--- src/rtl/ps2_keyboard.sv ---
// PS/2 keyboard receiver: conditions the raw PS/2 lines, deframes device-to-host
// bytes and buffers them in a small FIFO read by the core through ports 60h/64h.
module ps2_keyboard #(
    parameter int FIFO_LOG2 = 3,
    parameter int FILTER    = 4,
    parameter int TIMEOUT   = 25000
) (
    input  logic        clock,
    input  logic        reset,
    input  logic        ps2_clk,
    input  logic        ps2_dat,
    input  logic [15:0] port_a,
    input  logic        pr,
    output logic [7:0]  port_q,
    output logic        irq,
    output logic        err
);

    localparam int DEPTH = 1 << FIFO_LOG2;
    localparam int FW    = $clog2(FILTER + 1);
    localparam int TW    = $clog2(TIMEOUT + 1);
    localparam int CW    = FIFO_LOG2 + 1;

    typedef enum logic [1:0] {S_IDLE, S_DATA, S_PARITY, S_STOP} state_t;

    // synchronizers and filters
    logic          clk_s1_q, clk_s2_q, dat_s1_q, dat_s2_q;
    logic          clk_f_q, dat_f_q, clk_prev_q;
    logic [FW-1:0] clk_fcnt_q, dat_fcnt_q;
    logic          fall;

    // frame FSM
    state_t        state_q, state_d;
    logic [2:0]    bitcnt_q, bitcnt_d;
    logic [7:0]    shift_q, shift_d;
    logic          par_q, par_d;
    logic [TW-1:0] tcnt_q, tcnt_d;
    logic          push, frame_err;

    // FIFO and port interface
    logic [7:0]           mem_q [DEPTH];
    logic [FIFO_LOG2-1:0] head_q, head_d, tail_q, tail_d;
    logic [CW-1:0]        count_q, count_d;
    logic                 err_q, err_d, ovf_q, ovf_d, irq_q;
    logic [7:0]           port_q_q, port_q_d;
    logic                 rd_data, rd_stat, pop, wr, full;

    // Two-flop synchronizers; idle PS/2 lines are high, so reset to 1.
    always_ff @(posedge clock) begin
        if (reset) begin
            clk_s1_q <= 1'b1;
            clk_s2_q <= 1'b1;
            dat_s1_q <= 1'b1;
            dat_s2_q <= 1'b1;
        end else begin
            clk_s1_q <= ps2_clk;
            clk_s2_q <= clk_s1_q;
            dat_s1_q <= ps2_dat;
            dat_s2_q <= dat_s1_q;
        end
    end

    // Glitch filters: a line only flips after FILTER consecutive differing samples.
    always_ff @(posedge clock) begin
        if (reset) begin
            clk_f_q    <= 1'b1;
            dat_f_q    <= 1'b1;
            clk_prev_q <= 1'b1;
            clk_fcnt_q <= '0;
            dat_fcnt_q <= '0;
        end else begin
            clk_prev_q <= clk_f_q;
            if (clk_s2_q == clk_f_q) begin
                clk_fcnt_q <= '0;
            end else if (clk_fcnt_q == FW'(FILTER - 1)) begin
                clk_f_q    <= clk_s2_q;
                clk_fcnt_q <= '0;
            end else begin
                clk_fcnt_q <= clk_fcnt_q + 1'b1;
            end
            if (dat_s2_q == dat_f_q) begin
                dat_fcnt_q <= '0;
            end else if (dat_fcnt_q == FW'(FILTER - 1)) begin
                dat_f_q    <= dat_s2_q;
                dat_fcnt_q <= '0;
            end else begin
                dat_fcnt_q <= dat_fcnt_q + 1'b1;
            end
        end
    end

    assign fall = clk_prev_q & ~clk_f_q;

    // Frame FSM state registers.
    always_ff @(posedge clock) begin
        if (reset) begin
            state_q  <= S_IDLE;
            bitcnt_q <= '0;
            shift_q  <= '0;
            par_q    <= 1'b0;
            tcnt_q   <= '0;
        end else begin
            state_q  <= state_d;
            bitcnt_q <= bitcnt_d;
            shift_q  <= shift_d;
            par_q    <= par_d;
            tcnt_q   <= tcnt_d;
        end
    end

    // Frame FSM next state: steps on each filtered falling clock edge; an
    // edge wins over a timeout landing in the same clock.
    always_comb begin
        state_d   = state_q;
        bitcnt_d  = bitcnt_q;
        shift_d   = shift_q;
        par_d     = par_q;
        push      = 1'b0;
        frame_err = 1'b0;
        tcnt_d    = (state_q == S_IDLE || fall) ? '0 : tcnt_q + 1'b1;
        if (fall) begin
            case (state_q)
                S_IDLE: begin
                    if (!dat_f_q) begin
                        state_d  = S_DATA;
                        bitcnt_d = '0;
                    end
                end
                S_DATA: begin
                    shift_d = {dat_f_q, shift_q[7:1]};
                    if (bitcnt_q == 3'd7) state_d = S_PARITY;
                    else                  bitcnt_d = bitcnt_q + 1'b1;
                end
                S_PARITY: begin
                    par_d   = dat_f_q;
                    state_d = S_STOP;
                end
                default: begin
                    if (dat_f_q && (^{shift_q, par_q})) push = 1'b1;
                    else                                frame_err = 1'b1;
                    state_d = S_IDLE;
                end
            endcase
        end else if (state_q != S_IDLE && tcnt_q == TW'(TIMEOUT - 1)) begin
            state_d   = S_IDLE;
            frame_err = 1'b1;
            tcnt_d    = '0;
        end
    end

    // FIFO bookkeeping and port read decode. A push into a full FIFO is
    // still accepted when a pop frees a slot in the same clock.
    always_comb begin
        rd_data  = pr && (port_a == 16'h0060);
        rd_stat  = pr && (port_a == 16'h0064);
        full     = (count_q == CW'(DEPTH));
        pop      = rd_data && (count_q != '0);
        wr       = push && (!full || pop);
        head_d   = pop ? head_q + 1'b1 : head_q;
        tail_d   = wr  ? tail_q + 1'b1 : tail_q;
        count_d  = count_q;
        if (wr && !pop)      count_d = count_q + 1'b1;
        else if (!wr && pop) count_d = count_q - 1'b1;
        err_d    = (err_q & ~rd_stat) | frame_err;
        ovf_d    = (ovf_q & ~rd_stat) | (push & ~wr);
        port_q_d = port_q_q;
        if (rd_data)      port_q_d = (count_q != '0) ? mem_q[head_q] : 8'h00;
        else if (rd_stat) port_q_d = {5'b0, ovf_q, err_q, count_q != '0};
        else if (pr)      port_q_d = 8'hFF;
    end

    // FIFO, flags and read data registers.
    always_ff @(posedge clock) begin
        if (reset) begin
            head_q   <= '0;
            tail_q   <= '0;
            count_q  <= '0;
            err_q    <= 1'b0;
            ovf_q    <= 1'b0;
            irq_q    <= 1'b0;
            port_q_q <= 8'hFF;
        end else begin
            head_q   <= head_d;
            tail_q   <= tail_d;
            count_q  <= count_d;
            err_q    <= err_d;
            ovf_q    <= ovf_d;
            irq_q    <= (count_d != '0);
            port_q_q <= port_q_d;
        end
    end

    // FIFO storage; contents are don't-care while empty, so no reset.
    always_ff @(posedge clock) begin
        if (wr) mem_q[tail_q] <= shift_q;
    end

    assign port_q = port_q_q;
    assign irq    = irq_q;
    assign err    = err_q;

endmodule

--- config.mk ---
export PLATFORM = sky130hd
export DESIGN_NAME = ps2_keyboard
export DESIGN_NICKNAME = d
export VERILOG_FILES = /design/src/rtl/ps2_keyboard.sv
export SDC_FILE = /design/constraint.sdc
export NUM_CORES = 1
export LEC_CHECK = 0
export BUFFER_PORTS_ARGS = -buffer_cell sky130_fd_sc_hd__buf_2
export CAP_MARGIN = 20
export CORE_MARGIN = 4
export CORE_UTILIZATION = 50
export DETAILED_ROUTE_END_ITERATION = 8
export PLACE_DENSITY = 0.67
export SLEW_MARGIN = 10
export SYNTH_ARGS = -nofsm -noshare
export SYNTH_HDL_FRONTEND = slang
export SYNTH_SLANG_ARGS = --single-unit
--- constraint.sdc ---
create_clock -name clock -period 4.79 [get_ports clock]
set_input_delay 0.958 -clock clock [delete_from_list [all_inputs] [get_ports clock]]
set_output_delay 0.958 -clock clock [all_outputs]
set_load 0.05 [all_outputs]
; ---- Yosys cells after proc, flatten, opt, wreduce, memory -nomap -nowiden
; Memories as Yosys holds them, arrays and structs flattened. A register that Yosys moved wholly into a read port is not among the register bits.
; Index checks and enable logic that the tools add are counted.
[totals]
mem_count = 1
output_inout_bits = 10
register_bits = 63
ram_bits = 64
rom_bits = 0
latchBits = 0
[op_classes]
div = 0
n_lt_le_gt_ge = 0
n_addsub = 8
muxes = 28
bitwise = 11
multipliers = 0
n_eq_ne = 15
shifts = 0
reduce_logical = 30
[memory_table]
columns = name, words, width, read_ports, rd_clocked_by_memory_dff, wr, line_no
row1 = mem_q, 8, 8, 1, 1, 1, 41  ; logic [7:0] mem_q [DEPTH];
[ops]
columns = op, n
row1 = 15-bit 2-to-1 mux, 3
row2 = "16-bit by 7-bit equality test with 1-bit output, second input constant", 2
row3 = 8-bit 2-to-1 mux, 4
row4 = "15-bit by 1-bit adder with 15-bit output, second input constant", 1
row5 = "3-bit by 1-bit adder with 3-bit output, second input constant", 5
row6 = "15-bit equality test, second input constant", 1
row7 = 3-bit 2-to-1 mux, 4
row8 = 1-bit 2-to-1 mux, 9
row9 = 3-bit OR reduction, 3
row10 = 9-bit parity, 1
row11 = 1-bit logical AND, 8
row12 = 2-bit 2-to-1 mux, 4
row13 = 4-bit 2-to-1 mux, 2
row14 = 2-bit AND reduction, 4
row15 = 4-bit nonzero test, 2
row16 = "3-bit by 2-bit equality test with 1-bit output, second input constant", 2
row17 = "3-bit inequality test, second input constant", 2
row18 = 2-bit one-hot mux with 3 select lines, 1
row19 = 3-bit one-hot mux with 2 select lines, 1
row20 = 2-bit nonzero test, 3
row21 = 1-bit inverter, 5
row22 = "4-bit by 1-bit adder with 4-bit output, second input constant", 1
row23 = 1-bit bitwise AND, 4
row24 = "4-bit equality test, second input constant", 1
row25 = other kinds (13), 19

; ---- Longest topological paths before layout
[logic_depth]
depth_word = 11
ltp_mapped = 9
ltp_nobuf = 8

; ---- Worst setup path after synthesis
; No wires, ideal clock.
[synth_timing]
kind = input port to flip-flop
start = input pr
end = memory mem_q[0][0], enable pin
path_stages = 7
setup_slack_ps = 1314
n_path_buf = 2
arrival_time_ps = 3081
t_required_ps = 4395
path_cell_list = buf_2 -> or4b_1 -> nand4bb_1 -> clkbuf_1 -> o21ai_2 -> nand2_4 -> nor4_1
[synth_via]
elab_chain_cells = 6
[synth_lines]
columns = item, line_no
row1 = "start, declared", 13  ; input logic pr,
row2 = 1-bit logical AND, 154  ; rd_data = pr && (port_a == 16'h0060);
row3 = 1-bit logical AND, 157  ; pop = rd_data && (count_q != '0);
row4 = 1-bit logical OR, 158  ; wr = push && (!full || pop);
row5 = 1-bit logical AND, 158
row6 = 1-bit 2-to-1 mux, 195  ; if (wr) mem_q[tail_q] <= shift_q;
row7 = 1-bit 2-to-1 mux (not written as such), 195
row8 = "end, declared", 41
; Every way passes these cells.

; ---- Final worst setup path
[layout_timing]
start = register shift_q[0]
end = memory mem_q[6][1], enable pin
[layout_via]
elab_chain_cells = 8
[layout_lines]
columns = item, line_no
row1 = "start, declared", 35  ; logic [7:0] shift_q, shift_d;
row2 = "start signal, assigned", 105  ; shift_q <= shift_d;
row3 = 9-bit parity, 139  ; if (dat_f_q && (^{shift_q, par_q})) push = 1'b1;
row4 = 1-bit logical AND, 139
row5 = 1-bit 2-to-1 mux, 139
row6 = 1-bit 2-to-1 mux, 122  ; case (state_q)
row7 = 1-bit 2-to-1 mux, 121  ; if (fall) begin
row8 = 1-bit logical AND, 158
row9 = 1-bit 2-to-1 mux, 195
row10 = 1-bit 2-to-1 mux (not written as such), 195
; Every way passes these cells.

==> out/qor.csv <==
stage;metric;value;unit
cts;# resized after CTS;0;
timing;Final Cycle Share;62.7;%
timing;Worst Tran Pin Value;781;ps
finish;Area Overhead vs Synth;16.3;%
run_status;status;complete, no violations;
synthesis;largest area contributor in the netlist;edfxtp_1;
die;die area;12700;µm²
timing;minimum clock period;3000;ps
job;Max-Cap Viols;0;
synthesis;Yosys top cell area share;35.2;%
cts;CTS root buffer;clkbuf_8;
pwr;overall power;2.40;mW
placed_design;IO buf count;30;
timing;Hold Vio Cnt, Final;0;
route;WL met2;5120;µm
critical_path;critical path class;flop to flop;
route;top sig layer;met4;
synthesis;Syn Inst Count;444;
route;post-route antenna net violation count;0;
synthesis;synthesized area per cell;12.3;µm²
finish;layout cells sized above 1;19.3;%
pwr;leakage;2.29;nW
finish;nets;521;
cts;hold buffers post-CTS;0;
critical_path;Startpoint Class;flop;
critical_path;Crit path max-delay family;simple AND/OR/NAND/NOR gates;
timing;final clock skew;9.89;ps
synthesis;Seq/Total Area, Yosys;59.4;%
cts;htree depth;4;
synthesis;EDFF count, synth;64;
synthesis;YS warnings;0;
worst_hold_path;hold crit path type;flop to flop;
critical_path;Crit-path slowest cell;nor2_1;
route;DRT Pass-1 Iters;4;
timing;f_max;333;MHz
die;I/O pins;31;
pwr;pwr dens;378;nW/µm²
grt;initial antenna violation count;0;
cts;CTS buffer count;17;
cts;Clock Sinks;130;
placed_design;RePlAce Congestion;0.817;
cts;Post CTS Setup Buffer Count;0;
cts;CTS clk-pin slew, worst paths;60;ps
grt;All-Layer GR Usage;16.7;%
route;wl on met1;4310;µm
synthesis;Synth cell types;50;
route;drt total wl;10100;µm
cts;CTS tree;built;
synthesis;Top FF cell, synth;dfxtp_1;
route;Starting DRT DRC Count;221;
synthesis;synthesized cell area;5460;µm²
die;die height;113;µm
grt;vias in the first global route;3440;
die;Starting Density;52.2;%
route;DRC Markers;0;
pwr;maximum vdd drop;321;µV
synthesis;syn_nets;481;
synthesis;top cells by area, synth;edfxtp_1 35%, dfxtp_1 24%, mux4_2 6.6%, nor2_1 4.0%, ha_1 3.7%;
timing;Slew Viols, Final;0;
route;vias;3423;
timing;RSZ-0062 raised after global routing;false;
synthesis;#FFs+latches synth;130;
cts;clk buf depth;2;
critical_path;Worst Path Buf+Inv;0;
timing;sum of negative setup slack;0;ps
die;total core area;10500;µm²
critical_path;critical path peak fanout;10;
finish;filler instances;842;
critical_path;WP data arrival;3140;ps
placed_design;hpwl dp;6920;µm
finish;final core occ;60.7;%
grt;first-pass GRT wire length;16600;µm
critical_path;critical-path cell list;xnor3_1, or4_4, mux2i_4, nand3_1, nor2_1;
critical_path;CP Capture Type;flop;
synthesis;ys async rst share;0;%
route;DR vias/cell;5.41;
grt;Overflow after GRT;0;
route;WL met3;507;µm
cts;Worst-Skew Late Latency;510;ps
finish;Final Cell Area;6350;µm²
timing;Setup-failing EPs final;0;
critical_path;Critical Path RT;4930;ps
route;Routed WL per cell;15.9;µm
placed_design;Inst Count DP;600;
grt;largest net degree at the start of global routing;38;
finish;post-route insts no fill;633;
critical_path;Largest stage delay, worst path;580;ps
finish;ant diodes;0;
placed_design;Post-DP Area;5770;µm²
timing;Slew HR;47.8;%
die;Die X;113;µm
die;FP Rows;37;
metal layers:
metal	up-vias	global-route usage, %
li1	1690	-
met5	-	0
met2	79	28.1
met3	12	4.15
met4	0	6.25
met1	1642	21.0
per-stage QoR:
stage,hold slack (ps),setup slack [ps]
floorplan,389,1310
global placement,394,1460
detailed placement,397,1410
CTS,412,1760
global route,419,1550
finish,408,1790
power breakdown:
part | internal, mW | switching [mW]
registers | 1.16 | 0.00228
logic | 0.0166 | 0.0245
clock network | 0.718 | 0.483
total | 1.89 | 0.509
cell type report:
type | instances | area, µm² | area share [%]
timing repair buffer | 38 | 218 | 3.43
clock buffer | 20 | 478 | 7.52
sequential | 130 | 3240 | 51.1
tap | 136 | 170 | 2.68
clock inverter | 12 | 91.3 | 1.44
multi-input combinational | 279 | 2080 | 32.8
inverter | 18 | 67.6 | 1.06
flip-flops by register name (all words and copies together), names as in the netlist, named ones only:
register	cells
clk_s2_q	1
err	1
clk_f_q	1
head_q	3
dat_fcnt_q	3
tail_q	3
dat_s1_q	1
count_q	4
bitcnt_q	3
ovf_q	1
par_q	1
shift_q	8
state_q	2
dat_f_q	1
port_q	8
clk_prev_q	1
clk_fcnt_q	3
mem_q	64
tcnt_q	15
clk_s1_q	1
dat_s2_q	1
irq	1
kinds of logic after synthesis:
kind of cell,share of synthesized area [%]
AOI/OAI and AO/OA,5.41
xor gates and xnor gates,4.67
adders and majority gates,3.66
buffers and inverters,2.47
DFF,59.4
muxes,10.8
and+or+nand+nor,13.7
path summary, 6_finish.rpt:
path         slack, ps  depth (start not counted)  startpoint           to
max               1790                          5  shift_q[0]  mem_q[6][1]
min                410                          1    clk_s1_q     clk_s2_q
max reg2reg       1790                          5  shift_q[0]  mem_q[6][1]
min reg2reg        410                          1    clk_s1_q     clk_s2_q
placed cells by master (no fill, tap or decap), types with 18 or more instances in the layout:
master      n
dfxtp_1    66
edfxtp_1   64
nor2_1     58
nand2_1    30
buf_2      30
mux2i_1    19
inv_1      18
a21oi_1    18
clkbuf_16  18
synthesized netlist by cell type (all sizes together), types with 2 or more instances:
library cell and n:
dfxtp 66, edfxtp 64, nor2 58, nand2 31, mux2i 20, a21oi 18
inv 18, ha 16, mux4 16, clkbuf 13, xor2 13, o21ai 12
nor3 11, xnor2 11, nand3 9, or3 8, o22ai 6, or2 5
buf 4, nand2b 4, or4 4, nand4 3, nor4 3, o211ai 3
a211oi 2, a31oi 2, and2 2, and3 2, nor4b 2, or4b 2
xnor3 2
No activity file was read; power rests on OpenSTA's default activity.
